===== src/rtl/mem_access_if.sv =====
// Data-memory port of the SELEN memory-stage access unit.
// Single-beat request/acknowledge bus.
//   master (mem_access): drives dmem_req, dmem_we, dmem_addr, dmem_wdata and dmem_be;
//                        receives dmem_ack and dmem_rdata.
//   slave  (memory):     the reverse directions.
interface mem_access_if;
  logic        dmem_req;
  logic        dmem_we;
  logic [31:0] dmem_addr;
  logic [31:0] dmem_wdata;
  logic [3:0]  dmem_be;
  logic        dmem_ack;
  logic [31:0] dmem_rdata;

  modport master (
    output dmem_req, dmem_we, dmem_addr, dmem_wdata, dmem_be,
    input  dmem_ack, dmem_rdata
  );

  modport slave (
    input  dmem_req, dmem_we, dmem_addr, dmem_wdata, dmem_be,
    output dmem_ack, dmem_rdata
  );
endinterface


===== src/rtl/mem_access.sv =====
// mem_access: memory-stage load/store unit of the SELEN core.
// Converts the registered memory-stage command into one request/acknowledge
// transaction on the data-memory port. It steers store bytes onto lanes and
// aligns plus sign/zero-extends load data. It stalls the memory-stage register
// while the access is outstanding.
// Ports:
//   clk, rst_n        clock, asynchronous active-low reset
//   addrM, srcbM      byte address and store data
//   be_memM           size: 00 byte, 01 half, 10 word, 11 illegal
//   we_memM, ld_memM  store / load command (store wins)
//   sx_2M_ctrl        bit0: 1 sign-extend, 0 zero-extend
//   flashM            memory-stage flush
//   stall_memM        hold request for the memory-stage register
//   ldataM, ldata_vldM     extended load result and its one-cycle valid
//   misalign_errM     one-cycle misaligned/illegal access flag
//   bus_errM          one-cycle acknowledge-timeout flag
//   dmem              data-memory port (mem_access_if.master)
// Optional feature: define MEM_ACCESS_TIMEOUT_EN to enable an acknowledge
// watchdog of TIMEOUT cycles. Without it, WAIT lasts until dmem_ack and
// bus_errM is tied to 0.
module mem_access #(
  parameter int unsigned TIMEOUT = 64
) (
  input  logic               clk,
  input  logic               rst_n,
  input  logic [31:0]        addrM,
  input  logic [31:0]        srcbM,
  input  logic [1:0]         be_memM,
  input  logic               we_memM,
  input  logic               ld_memM,
  input  logic [2:0]         sx_2M_ctrl,
  input  logic               flashM,
  output logic               stall_memM,
  output logic [31:0]        ldataM,
  output logic               ldata_vldM,
  output logic               misalign_errM,
  output logic               bus_errM,
  mem_access_if.master       dmem
);

  if (TIMEOUT < 1) begin : gTimeoutCheck
    $error("mem_access: TIMEOUT must be at least 1");
  end

  typedef enum logic [1:0] {IDLE, WAIT, DONE} state_t;

  state_t      state;
  logic        weR, sxR, dropR, timedOut;
  logic [1:0]  sizeR, lowAddr;
  logic [31:0] addrR, wdataR, ldataR;
  logic [3:0]  beR;

  logic        cmd, misaligned, accept;
  logic [31:0] laneWdata, shifted, extData;
  logic [3:0]  laneBe;
  logic        unusedSxBits;

  assign unusedSxBits = ^sx_2M_ctrl[2:1];

  assign cmd        = we_memM | ld_memM;
  assign misaligned = (be_memM == 2'b11) ||
                      (be_memM == 2'b01 && addrM[0]) ||
                      (be_memM == 2'b10 && addrM[1:0] != 2'b00);
  // Gated by rst_n so that every output is 0 while reset is held.
  assign accept        = rst_n && state == IDLE && cmd && !flashM && !misaligned;
  assign misalign_errM = rst_n && state == IDLE && cmd && !flashM && misaligned;
  assign stall_memM    = accept || state == WAIT;

  always_comb begin
    laneWdata = srcbM;
    laneBe    = 4'b1111;
    case (be_memM)
      2'b00: begin
        laneWdata = {4{srcbM[7:0]}};
        laneBe    = 4'b0001 << addrM[1:0];
      end
      2'b01: begin
        laneWdata = {2{srcbM[15:0]}};
        laneBe    = 4'b0011 << {addrM[1], 1'b0};
      end
      default: ;
    endcase
  end

  // For halves lowAddr[0] is 0, so the same byte shift serves all sizes.
  always_comb begin
    shifted = dmem.dmem_rdata >> {lowAddr, 3'b000};
    case (sizeR)
      2'b00:   extData = {{24{sxR & shifted[7]}}, shifted[7:0]};
      2'b01:   extData = {{16{sxR & shifted[15]}}, shifted[15:0]};
      default: extData = shifted;
    endcase
  end

`ifdef MEM_ACCESS_TIMEOUT_EN
  localparam int CW = $clog2(TIMEOUT + 1);
  logic [CW-1:0] cnt;
`endif

  always_ff @(posedge clk or negedge rst_n) begin
    if (!rst_n) begin
      state    <= IDLE;
      weR      <= 1'b0;
      sxR      <= 1'b0;
      dropR    <= 1'b0;
      timedOut <= 1'b0;
      sizeR    <= '0;
      lowAddr  <= '0;
      addrR    <= '0;
      wdataR   <= '0;
      beR      <= '0;
      ldataR   <= '0;
`ifdef MEM_ACCESS_TIMEOUT_EN
      cnt      <= '0;
`endif
    end else begin
      case (state)
        IDLE: begin
          if (accept) begin
            state    <= WAIT;
            weR      <= we_memM;
            sxR      <= sx_2M_ctrl[0];
            sizeR    <= be_memM;
            lowAddr  <= addrM[1:0];
            addrR    <= {addrM[31:2], 2'b00};
            wdataR   <= laneWdata;
            beR      <= laneBe;
            dropR    <= 1'b0;
            timedOut <= 1'b0;
`ifdef MEM_ACCESS_TIMEOUT_EN
            cnt      <= '0;
`endif
          end
        end
        WAIT: begin
          // The request is never withdrawn on flush; only the result is dropped.
          if (flashM) dropR <= 1'b1;
          if (dmem.dmem_ack) begin
            state <= DONE;
            if (!weR) ldataR <= extData;
          end
`ifdef MEM_ACCESS_TIMEOUT_EN
          else if (cnt == CW'(TIMEOUT - 1)) begin
            state    <= DONE;
            timedOut <= 1'b1;
          end else begin
            cnt <= cnt + 1'b1;
          end
`endif
        end
        default: state <= IDLE;
      endcase
    end
  end

  assign dmem.dmem_req   = (state == WAIT);
  assign dmem.dmem_we    = weR;
  assign dmem.dmem_addr  = addrR;
  assign dmem.dmem_wdata = wdataR;
  assign dmem.dmem_be    = beR;

  assign ldataM     = ldataR;
  assign ldata_vldM = state == DONE && !weR && !dropR && !timedOut && !flashM;

`ifdef MEM_ACCESS_TIMEOUT_EN
  assign bus_errM = state == DONE && timedOut;
`else
  assign bus_errM = 1'b0;
`endif

endmodule


===== src/flat_wrapper.sv =====
// flat-port wrapper written by rule: the top's interface ports become plain ports
module mem_access_flat 
#(
  parameter int unsigned TIMEOUT = 64
)
  (clk, rst_n, addrM, srcbM, be_memM, we_memM, ld_memM, sx_2M_ctrl, flashM, stall_memM, ldataM, ldata_vldM, misalign_errM, bus_errM, dmem_dmem_req, dmem_dmem_we, dmem_dmem_addr, dmem_dmem_wdata, dmem_dmem_be, dmem_dmem_ack, dmem_dmem_rdata);
  mem_access_if dmem_i ();
  input  logic clk;
  input  logic rst_n;
  input  logic [31:0] addrM;
  input  logic [31:0] srcbM;
  input  logic [1:0] be_memM;
  input  logic we_memM;
  input  logic ld_memM;
  input  logic [2:0] sx_2M_ctrl;
  input  logic flashM;
  output logic stall_memM;
  output logic [31:0] ldataM;
  output logic ldata_vldM;
  output logic misalign_errM;
  output logic bus_errM;
  output wire logic [$bits(dmem_i.dmem_req)-1:0] dmem_dmem_req;
  output wire logic [$bits(dmem_i.dmem_we)-1:0] dmem_dmem_we;
  output wire logic [$bits(dmem_i.dmem_addr)-1:0] dmem_dmem_addr;
  output wire logic [$bits(dmem_i.dmem_wdata)-1:0] dmem_dmem_wdata;
  output wire logic [$bits(dmem_i.dmem_be)-1:0] dmem_dmem_be;
  input wire logic [$bits(dmem_i.dmem_ack)-1:0] dmem_dmem_ack;
  input wire logic [$bits(dmem_i.dmem_rdata)-1:0] dmem_dmem_rdata;
  assign dmem_dmem_req = dmem_i.dmem_req;
  assign dmem_dmem_we = dmem_i.dmem_we;
  assign dmem_dmem_addr = dmem_i.dmem_addr;
  assign dmem_dmem_wdata = dmem_i.dmem_wdata;
  assign dmem_dmem_be = dmem_i.dmem_be;
  assign dmem_i.dmem_ack = dmem_dmem_ack;
  assign dmem_i.dmem_rdata = dmem_dmem_rdata;
  mem_access #(.TIMEOUT(TIMEOUT)) u_core (.clk(clk), .rst_n(rst_n), .addrM(addrM), .srcbM(srcbM), .be_memM(be_memM), .we_memM(we_memM), .ld_memM(ld_memM), .sx_2M_ctrl(sx_2M_ctrl), .flashM(flashM), .stall_memM(stall_memM), .ldataM(ldataM), .ldata_vldM(ldata_vldM), .misalign_errM(misalign_errM), .bus_errM(bus_errM), .dmem(dmem_i));
endmodule

===== config.mk =====
export PLATFORM = sky130hd
export DESIGN_NAME = mem_access_flat
export DESIGN_NICKNAME = d
export VERILOG_FILES = /design/src/rtl/mem_access_if.sv /design/src/rtl/mem_access.sv /design/src/flat_wrapper.sv
export SDC_FILE = /design/constraint.sdc
export NUM_CORES = 1
export LEC_CHECK = 0
export BUFFER_PORTS_ARGS = -buffer_cell sky130_fd_sc_hd__clkbuf_2
export CORE_UTILIZATION = 43
export CTS_CLUSTER_SIZE = 12
export DETAILED_ROUTE_END_ITERATION = 10
export PLACE_DENSITY = 0.82
export RECOVER_POWER = 50
export SETUP_SLACK_MARGIN = 0.1
export SLEW_MARGIN = 20
export SYNTH_ARGS = -nofsm -noshare
export SYNTH_HDL_FRONTEND = slang
export SYNTH_SLANG_ARGS = --single-unit

===== constraint.sdc =====
create_clock -name clk -period 1.86 [get_ports clk]
set_clock_uncertainty 0.1 [all_clocks]
set_input_delay 0.186 -clock clk [delete_from_list [all_inputs] [get_ports clk]]
set_output_delay 0.186 -clock clk [all_outputs]
set_load 0.02 [all_outputs]

==> run_results.csv <==
group,metric,value,unit
run_status,outcome,"finished with violations",
run_status,violations,"negative setup slack",
sta,timing_hold_violations_final,0,
floorplanning,die_x,110,um
clocking,cts_tree,"yes",
place,place.port_buffers,207,
power,netSwitchingFraction,39.2,%
power,internal_power,0.00562,W
synthesis,synth_most_common_cell,"dfrtp_1",
setup_path,critical_path.max_fanout,3,
setup_path,crit_buf_inv,2,
synthesis,syn_inst,468,
sta,period_minus_slack,1.92,ns
power,total_power,0.00924,W
synthesis,synth_top_flop_cell,"dfrtp_1",
clocking,clk_pin_slew,0.07,ns
power,pwr-share-seq,39.7,%
setup_path,worstPathCellList,"nor4b_4, buf_4, and2_4, nor3b_4, buf_6",
sta,slew_headroom,36.5,%
synthesis,syn_avg_cell_area,10.8,um^2
place,hpwl,9870,um
sta,fmax,0.520,GHz
synthesis,synth_top_area_share,52.9,%
floorplanning,ios,213,
cells_and_area,drive_gt1_share,44.5,%
place,gp_congestion,0.865,
cells_and_area,nets,834,
global_routing,overflow,0,
clocking,clockBufferDepth,2,
synthesis,yosysTopAreaCell,"dfrtp_1",
clocking,cts-buffers-inserted,9,
synthesis,async_flop_share,100,%
power,ir_worst_vdd,0.924,mV
floorplanning,fp.coreArea,11400,um^2
power,powerDensity,1220,nW/um^2
floorplanning,die_h,110,um
drt,drc,0,
setup_path,critPathSlowestCell,"dfrtp_1",
setup_path,cp.required,1.57,ns
power,p_leak,3.85,nW
sta,tightest_slew,0.952,ns
synthesis,ys_top_cells_by_area,"dfrtp_1 (53%), mux2_2 (9.6%), mux2i_1 (8.5%), nand2_1 (4.4%), o21ai_0 (4.3%)",
power,pwr-share-clk,19.0,%
synthesis,synth_edf_count,0,
min_path,hp-class,"in2reg",
drt,drt_iter0_markers,348,
floorplanning,rows,39,
clocking,clockRootBuffer,"clkbuf_16",
clocking,clkLatencyLatePin,0.34,ns
setup_path,critical_path_class,"reg2out",
floorplanning,die-area,12200,um^2
sta,rsz0062_at_grt,"true",
setup_path,startpoint_type,"flip-flop",
sta,setup_slack,-0.0617,ns
drt,vias,4687,
flow_run,maxCapViolations,0,
sta,slew_viol_final,0,
drt,firstDrtPassIters,6,
cells_and_area,fin_util,66.3,%
synthesis,ys_seq_elements,107,
floorplanning,start_util,44.3,%
global_routing,grtUsageTotal,24.5,%
synthesis,ys_seq_area_share,52.9,%
global_routing,grt_pass1_wl,23600,um
power,pwr-share-comb,41.3,%
global_routing,grt_pass1_vias,4659,
cells_and_area,fin_cells,874,
global_routing,grt_max_degree,108,
sta,fin_crit_sh,103,%
setup_path,worst_setup_path_end_kind,"output pin",
setup_path,cpPeakStageDelay,0.41,ns
setup_path,crit_family,"simple AND/OR/NAND/NOR gates",
sta,worst_hold_slack,0.0117,ns
drt,postRouteAntennaNets,0,
drt,viasPerCell,5.36,
cells_and_area,antenna_cells,0,
synthesis,ys_warn_count,0,
synthesis,netlist_area,5060,um^2
place,dp.cells,806,
power,p_sw,0.00362,W
drt,wl_per_cell,17.6,um
setup_path,arrival,1.64,ns
drt,wl,15400,um
synthesis,synth_commonest_cells,"dfrtp_1 (107), nand2_1 (59), mux2_2 (43), mux2i_1 (43), o21ai_0 (43)",
cells_and_area,syn2layout_area_growth,49.7,%
place,pre_cts_ws,0.0699,ns
clocking,clock_sinks,107,
synthesis,synthDistinctLibCells,41,
clocking,htree_levels,3,
sta,setup_viol,2,
global_routing,grt_antenna_before_repair,0,
-- cell type report --
type / count / area, um^2
Timing Repair Buffer: 281 / 1990
Multi-Input combinational cell: 326 / 2450
Clock inverter: 5 / 30.0
Clock buffer: 10 / 239
Fill cell: 865 / 3840
Sequential cell: 107 / 2680
Inverter: 2 / 7.51
Tap cell: 143 / 179
-- per-layer routing --
| metal | global-route usage, % | vias up | part of all wire [%] |
|---|---|---|---|
| li1 | - | 2150 | - |
| met1 | 29.3 | 2286 | 39 |
| met2 | 41.9 | 224 | 51 |
| met3 | 6.37 | 27 | 7.6 |
| met4 | 9.69 | 0 | 2.0 |
| met5 | 0 | - | 0 |
-- worst paths after layout --
kind                                                     endpoint  depth (start not counted)                              startpoint  slack, ns
min in group asynchronous  u_core.dmem.dmem_wdata[28]$_DFFE_PN0P_                          3                                   rst_n       0.65
min reg2reg                u_core.dmem.dmem_wdata[17]$_DFFE_PN0P_                          2  u_core.dmem.dmem_wdata[17]$_DFFE_PN0P_       0.38
max reg2reg                  u_core.dmem.dmem_addr[2]$_DFFE_PN0P_                          6             u_core.state[0]$_DFFE_PN0P_       0.04
min                        u_core.dmem.dmem_wdata[18]$_DFFE_PN0P_                          3                               srcbM[18]       0.01
max in group asynchronous             u_core.state[1]$_DFFE_PN0P_                          3                                   rst_n       0.36
max                                                 misalign_errM                          5             u_core.state[0]$_DFFE_PN0P_      -0.06
-- metrics by stage --
step	TNS, ns	cell area, um^2
2_1_floorplan	0	5070
3_3_place_gp	0	6350
3_5_place_dp	0	6350
4_1_cts	-0.240	7300
5_1_grt	-0.969	7570
6_report	-0.115	7570
-- cell families after synthesis --
logic type      synth area share (%)
compound gates                  8.73
xor+xnor                       0.173
buf+inv                         3.64
flops                           52.9
mux                             20.6
other cells                   0.0741
simple gates                    13.9
-- registers in the layout, indices dropped and copies added, names as in the netlist --
| name | count |
|---|---|
| u_core.dmem.dmem_be | 4 |
| u_core.dmem.dmem_we | 1 |
| u_core.ldataM | 32 |
| u_core.state | 2 |
| u_core.dmem.dmem_addr | 30 |
| u_core.lowAddr | 2 |
| u_core.dmem.dmem_wdata | 32 |
| u_core.sxR | 1 |
| u_core.dropR | 1 |
| u_core.sizeR | 2 |
-- tightest hold or removal path, stage by stage --
cell and delay (ns):
clkbuf_2 0.08, mux2i_1 0.05, o21ai_1 0.11
-- power groups by stage --
stage	clock (W)	combinational, W	sequential (W)
final	0.00176	0.00381	0.00367
after global routing	0.00189	0.00409	0.00375
after CTS	0.00180	0.00372	0.00362
after detailed placement	0	0.00351	0.00364
after global placement	0	0.00342	0.00359
after floorplan	0	0.00124	0.00450
-- placed cells by master, fill, tap and decap left out, types with 23 or more instances in the layout --
cell and n:
a21oi_1 24, dfrtp_1 105, nor2_1 32, mux2_4 29
mux2i_1 42, nand2_1 45, dlygate4sd3_1 33, nand3_1 31
clkbuf_1 31, clkbuf_2 173, o21ai_0 23
-- what timing repair did --
action	in CTS	in global routing
setup buffers	6	4
pin swaps	2	19
endpoints found under the setup margin	16	82
hold buffers	33	0
endpoints found under the hold margin	140	0
gates resized for setup	38	73
cloned	6	5
Power figures use the tool's default switching activity.
